### src/rtl/seq_pkg.sv
// seq_pkg -- shared definitions for the test sequencer.
//   Opcode constants used by the instruction stream, datapath flag bit
//   positions, program-word field offsets (as functions of the field widths),
//   the sequencer state encoding and the default pass/fail signatures.
//   Optional feature macro used by the sequencer: SEQ_ERR_COUNT_EN.
package seq_pkg;

  // Opcodes understood by the downstream datapath.
  localparam logic [7:0] OP_NOP  = 8'h00;
  localparam logic [7:0] OP_AND  = 8'h01;
  localparam logic [7:0] OP_OR   = 8'h02;
  localparam logic [7:0] OP_XOR  = 8'h03;
  localparam logic [7:0] OP_ADD  = 8'h05;
  localparam logic [7:0] OP_ADDU = 8'h06;
  localparam logic [7:0] OP_SUB  = 8'h09;
  localparam logic [7:0] OP_CMP  = 8'h0B;
  localparam logic [7:0] OP_MOV  = 8'h0D;
  localparam logic [7:0] OP_SUBI = 8'h90;
  localparam logic [7:0] OP_CMPI = 8'hB0;
  localparam logic [7:0] OP_MOVI = 8'hD0;

  // Datapath flag bit positions (C, L, F=overflow, Z, N).
  localparam int FLAG_C = 0;
  localparam int FLAG_L = 1;
  localparam int FLAG_F = 2;
  localparam int FLAG_Z = 3;
  localparam int FLAG_N = 4;

  // Signature written to the top register when a program finishes.
  localparam logic [15:0] PASS_SIG_DEF = 16'h1111;
  localparam logic [15:0] FAIL_SIG_DEF = 16'hDEAD;

  // Sequencer states; also visible on the Dbg_State output.
  typedef enum logic [2:0] {
    S_IDLE  = 3'd0,
    S_ISSUE = 3'd1,
    S_CHECK = 3'd2,
    S_SIG   = 3'd3,
    S_DONE  = 3'd4
  } seq_state_t;

  // Program-word layout, LSB first:
  //   last, chk, wr, imm_sel, mask, exp, rsrc, rdest, opcode, imm
  function automatic int off_last();
    return 0;
  endfunction

  function automatic int off_chk();
    return 1;
  endfunction

  function automatic int off_wr();
    return 2;
  endfunction

  function automatic int off_imm_sel();
    return 3;
  endfunction

  function automatic int off_mask();
    return 4;
  endfunction

  function automatic int off_exp(input int fw);
    return 4 + fw;
  endfunction

  function automatic int off_rsrc(input int fw);
    return 4 + 2 * fw;
  endfunction

  function automatic int off_rdest(input int fw, input int sw);
    return 4 + 2 * fw + sw;
  endfunction

  function automatic int off_opcode(input int fw, input int sw);
    return 4 + 2 * fw + 2 * sw;
  endfunction

  function automatic int off_imm(input int fw, input int sw, input int ow);
    return 4 + 2 * fw + 2 * sw + ow;
  endfunction

  function automatic int prog_width(input int fw, input int sw, input int ow, input int bw);
    return 4 + 2 * fw + 2 * sw + ow + bw;
  endfunction

endpackage

### src/rtl/seq_word_decode.sv
// seq_word_decode -- splits one program-table word into its fields and
// builds the one-hot register-file write enable.
//   i_word     : program word (PROG_WIDTH bits)
//   o_last     : last-instruction marker
//   o_chk      : flag check requested after this instruction
//   o_imm_sel  : immediate operand select
//   o_mask     : flag compare mask
//   o_exp      : expected flag values
//   o_rsrc     : source register select
//   o_rdest    : destination register select
//   o_opcode   : datapath opcode
//   o_imm      : immediate value
//   o_wr_en    : one-hot write enable for rdest, zero when wr=0
module seq_word_decode
  import seq_pkg::*;
#(
  parameter int BIT_WIDTH    = 16,
  parameter int OPCODE_WIDTH = 8,
  parameter int FLAG_WIDTH   = 5,
  parameter int SEL_WIDTH    = 4,
  localparam int NUM_REGS    = 2 ** SEL_WIDTH,
  localparam int PROG_WIDTH  = prog_width(FLAG_WIDTH, SEL_WIDTH, OPCODE_WIDTH, BIT_WIDTH)
) (
  input  logic [PROG_WIDTH-1:0]   i_word,
  output logic                    o_last,
  output logic                    o_chk,
  output logic                    o_imm_sel,
  output logic [FLAG_WIDTH-1:0]   o_mask,
  output logic [FLAG_WIDTH-1:0]   o_exp,
  output logic [SEL_WIDTH-1:0]    o_rsrc,
  output logic [SEL_WIDTH-1:0]    o_rdest,
  output logic [OPCODE_WIDTH-1:0] o_opcode,
  output logic [BIT_WIDTH-1:0]    o_imm,
  output logic [NUM_REGS-1:0]     o_wr_en
);

  localparam int OFF_LAST    = off_last();
  localparam int OFF_CHK     = off_chk();
  localparam int OFF_WR      = off_wr();
  localparam int OFF_IMM_SEL = off_imm_sel();
  localparam int OFF_MASK    = off_mask();
  localparam int OFF_EXP     = off_exp(FLAG_WIDTH);
  localparam int OFF_RSRC    = off_rsrc(FLAG_WIDTH);
  localparam int OFF_RDEST   = off_rdest(FLAG_WIDTH, SEL_WIDTH);
  localparam int OFF_OPCODE  = off_opcode(FLAG_WIDTH, SEL_WIDTH);
  localparam int OFF_IMM     = off_imm(FLAG_WIDTH, SEL_WIDTH, OPCODE_WIDTH);

  logic w_wr;

  assign o_last    = i_word[OFF_LAST];
  assign o_chk     = i_word[OFF_CHK];
  assign w_wr      = i_word[OFF_WR];
  assign o_imm_sel = i_word[OFF_IMM_SEL];
  assign o_mask    = i_word[OFF_MASK +: FLAG_WIDTH];
  assign o_exp     = i_word[OFF_EXP +: FLAG_WIDTH];
  assign o_rsrc    = i_word[OFF_RSRC +: SEL_WIDTH];
  assign o_rdest   = i_word[OFF_RDEST +: SEL_WIDTH];
  assign o_opcode  = i_word[OFF_OPCODE +: OPCODE_WIDTH];
  assign o_imm     = i_word[OFF_IMM +: BIT_WIDTH];

  always_comb begin
    o_wr_en = '0;
    if (w_wr) o_wr_en[o_rdest] = 1'b1;
  end

endmodule

### config.mk
export PLATFORM = sky130hd
export DESIGN_NAME = seq_word_decode
export DESIGN_NICKNAME = d
export VERILOG_FILES = /design/src/rtl/seq_pkg.sv /design/src/rtl/seq_word_decode.sv
export SDC_FILE = /design/constraint.sdc
export NUM_CORES = 1
export LEC_CHECK = 0
export ABC_AREA = 1
export CAP_MARGIN = 25
export CELL_PAD_IN_SITES_DETAIL_PLACEMENT = 0
export CELL_PAD_IN_SITES_GLOBAL_PLACEMENT = 1
export CORE_MARGIN = 2
export CORE_UTILIZATION = 10
export DETAILED_ROUTE_END_ITERATION = 8
export PLACE_DENSITY_LB_ADDON = 0.1
export SYNTH_ARGS = -nofsm -noshare
export SYNTH_HDL_FRONTEND = slang
export SYNTH_SLANG_ARGS = --single-unit
export TNS_END_PERCENT = 5
### constraint.sdc
create_clock -name vclk -period 1.3
set_input_delay 0.325 -clock vclk [all_inputs]
set_output_delay 0.325 -clock vclk [all_outputs]
set_load 0.03 [all_outputs]
==> flow_metrics.env <==
export IMPL_run_status="finished, final reports clean"
export IMPL_rsz0062_at_grt="true"
export IMPL_start_kind="primary input"
export IMPL_placementRows=25
export IMPL_timing_final_crit_period_ns=1.260
export IMPL_cellLeakagePower_nw=0.2003
export IMPL_dieHeight_um=73.14
export IMPL_first_iter_violations=2
export IMPL_final_cells=112
export IMPL_timing_hold_worst_path_depth=0
export IMPL_via_count=301
export IMPL_mappedNetlistNets=124
export IMPL_synth_cell_types=6
export IMPL_synth_top_cells_by_area="sky130_fd_sc_hd__buf_4 71%, sky130_fd_sc_hd__nor2_1 13%, sky130_fd_sc_hd__nand2_1 4.7%, sky130_fd_sc_hd__nand3_2 4.2%, sky130_fd_sc_hd__inv_1 3.9%"
export IMPL_max_slew_margin_rel=0.9000
export IMPL_preCtsSetupSlack_ns=-0.5206
export IMPL_area_growth_pct=1.309
export IMPL_synth_area_leader_cell="sky130_fd_sc_hd__buf_4"
export IMPL_syn_area_per_cell_um2=6.128
export IMPL_synth_seq_area_share=0
export IMPL_layout_cell_area_non_filler_um2=484.2
export IMPL_maxClockFrequency_mhz=793.4
export IMPL_crit_family="buffers and inverters"
export IMPL_firstDrtPassIters=2
export IMPL_cpMaxStageDelayCell="sky130_fd_sc_hd__buf_4"
export IMPL_dieArea_um2=5349
export IMPL_final_weighted_congestion_of_routability_driven_global_placement=0.5804
export IMPL_die_width_um=73.14
export IMPL_layout_core_utilization=0.1039
export IMPL_via_per_inst=2.688
export IMPL_holdPathEnd="o_exp[0]"
export IMPL_cts_hold_repair_buffers=0
export IMPL_initial_core_util=0.1026
export IMPL_final_clkbuf_count=0
export IMPL_antennaDiodeCount=0
export IMPL_synth_top_cell_area_share=0.7068
export IMPL_portBuffers=25
export IMPL_post_route_period_util=0.9695
export IMPL_fillerInstances=545
export IMPL_worstMarginPinSlew_ns=0.1501
export IMPL_nets=106
export IMPL_maxCapViolations=0
export IMPL_layout_drive_gt1_share=0.8103
export IMPL_cp_end_kind="output port"
export IMPL_seq_cells=0
export IMPL_critical_path_max_stage_delay_ns=0.17
export IMPL_sum_of_buffers_and_inverters_on_the_critical_path=3
export IMPL_path_max_fanout=4
export IMPL_cp_required_ns=0.98
export IMPL_grt_first_pass_wirelength_mm=1.676
export IMPL_core_area_um2=4661
export IMPL_power_density_nw_per_um2=258.7
export IMPL_grt_pass1_vias=340
export IMPL_ff_latch_area_um2=0
export IMPL_drc=0
export IMPL_route_final_wire_length_mm=1.093
export IMPL_setup_worst_path_class="in2out"
export IMPL_place_inst=112
export IMPL_synth_cell_area_um2=478.0
export IMPL_post_cts_repair_setup_buffers=0
export IMPL_ios=107
export IMPL_post_synth_inst_count=78
export IMPL_sum_of_net_half_perimeters_after_detailed_placement_um=955.9
export IMPL_finalMaxSlewViolations=0
export IMPL_worstHoldStart="i_word[9]"
export IMPL_post_place_cell_area_um2=407.9
export IMPL_grt_usage=0.03889
export IMPL_fin_worst_hold_slack_ns=0.6500
export IMPL_worst_ep_arrival_time_ns=0.94
export IMPL_antenna_violations_before_repair=0
export IMPL_pin_count_of_the_biggest_net_entering_global_routing=8
export IMPL_setup_viol=0
export IMPL_report_final_hold_viol_count=0
export IMPL_peak_supply_drop_mv=0.03986
export IMPL_worst_hold_path_type="in2out"
export IMPL_synth_common_cells="45 x sky130_fd_sc_hd__buf_4, 17 x sky130_fd_sc_hd__nor2_1, 6 x sky130_fd_sc_hd__nand2_1, 5 x sky130_fd_sc_hd__inv_1, 3 x sky130_fd_sc_hd__nand3_1"
export IMPL_series_of_cell_instances_along_the_critical_path="buf_2, inv_2, nand3_4, nor2_1, buf_4"
export IMPL_grt_ovfl_total=0
export IMPL_cell_with_the_most_instances_after_synthesis="sky130_fd_sc_hd__buf_4"
export IMPL_detail_route_antenna_nets=0
export IMPL_final_setup_worst_slack_ns=0.03965
export IMPL_routed_wire_length_per_instance_um=9.759
export IMPL_synth_warnings=0
[area by class of cell]
class / instances / area [um2] / area share
repair buffers: 25 / 209.0 / 0.4315
multi-input cells: 28 / 188.9 / 0.3902
well taps: 54 / 67.56 / 0.1395
inverters: 5 / 18.77 / 0.03876
[report_power, final]
group / internal (mW) / leakage (nW) / switching, mW
logic: 0.0422 / 0.200 / 0.0830
registers: 0 / 0 / 0
clock network: 0 / 0 / 0
[placed cells by master (no fill, tap or decap)]
master                     synthesis  layout
sky130_fd_sc_hd__nand2_1           6       3
sky130_fd_sc_hd__nor2_4            0       1
sky130_fd_sc_hd__nand3_4           0       2
sky130_fd_sc_hd__inv_2             0       4
sky130_fd_sc_hd__nand2_2           0       3
sky130_fd_sc_hd__buf_2             0       2
sky130_fd_sc_hd__clkbuf_4          0       1
sky130_fd_sc_hd__nor2_1           17       7
sky130_fd_sc_hd__buf_4            45      15
sky130_fd_sc_hd__inv_1             5       1
sky130_fd_sc_hd__nor2_2            0       9
sky130_fd_sc_hd__buf_6             0       7
sky130_fd_sc_hd__nand3_2           2       3
[stage by stage]
step	setup TNS [ns]	total power, mW
after detailed placement	-7.744	0.1096
final	0	0.1253
after floorplan	0	0.2981
after global placement	-7.701	0.1101
after global routing	-0.06550	0.1353
after CTS	0	0.1143
[cell families after synthesis]
logic type             synth area share
buffers and inverters            0.7461
and+or+nand+nor                  0.2539
[how the worst max path moves through the flow]
stage	from	endpoint	slack, ns	cells after the start
finish	i_word[20]	o_wr_en[10]	0.04	5
global route	i_word[20]	o_wr_en[10]	-0.02	5
CTS	i_word[19]	o_wr_en[8]	0.0005	5
detailed placement	i_word[18]	o_wr_en[8]	-0.52	5
global placement	i_word[2]	o_wr_en[12]	-0.48	4
floorplan	i_word[18]	o_wr_en[0]	0.06	3
[repair_timing]
| action | 4_1_cts | 5_1_grt |
|---|---|---|
| endpoints found under the setup margin | 20 | 15 |
| pin swaps | 2 | 10 |
| gates resized for setup | 36 | 23 |
| gates cloned | 0 | 0 |
[layer usage]
| layer | global-route usage | wire length, um | part of all wire |
|---|---|---|---|
| met5 | 0 | 0 | 0 |
| met4 | 0.008230 | 14 | 0.013 |
| met3 | 0.01105 | 135 | 0.12 |
| met2 | 0.05405 | 446 | 0.41 |
| met1 | 0.05844 | 496 | 0.45 |
Power figures use the tool's default switching activity.
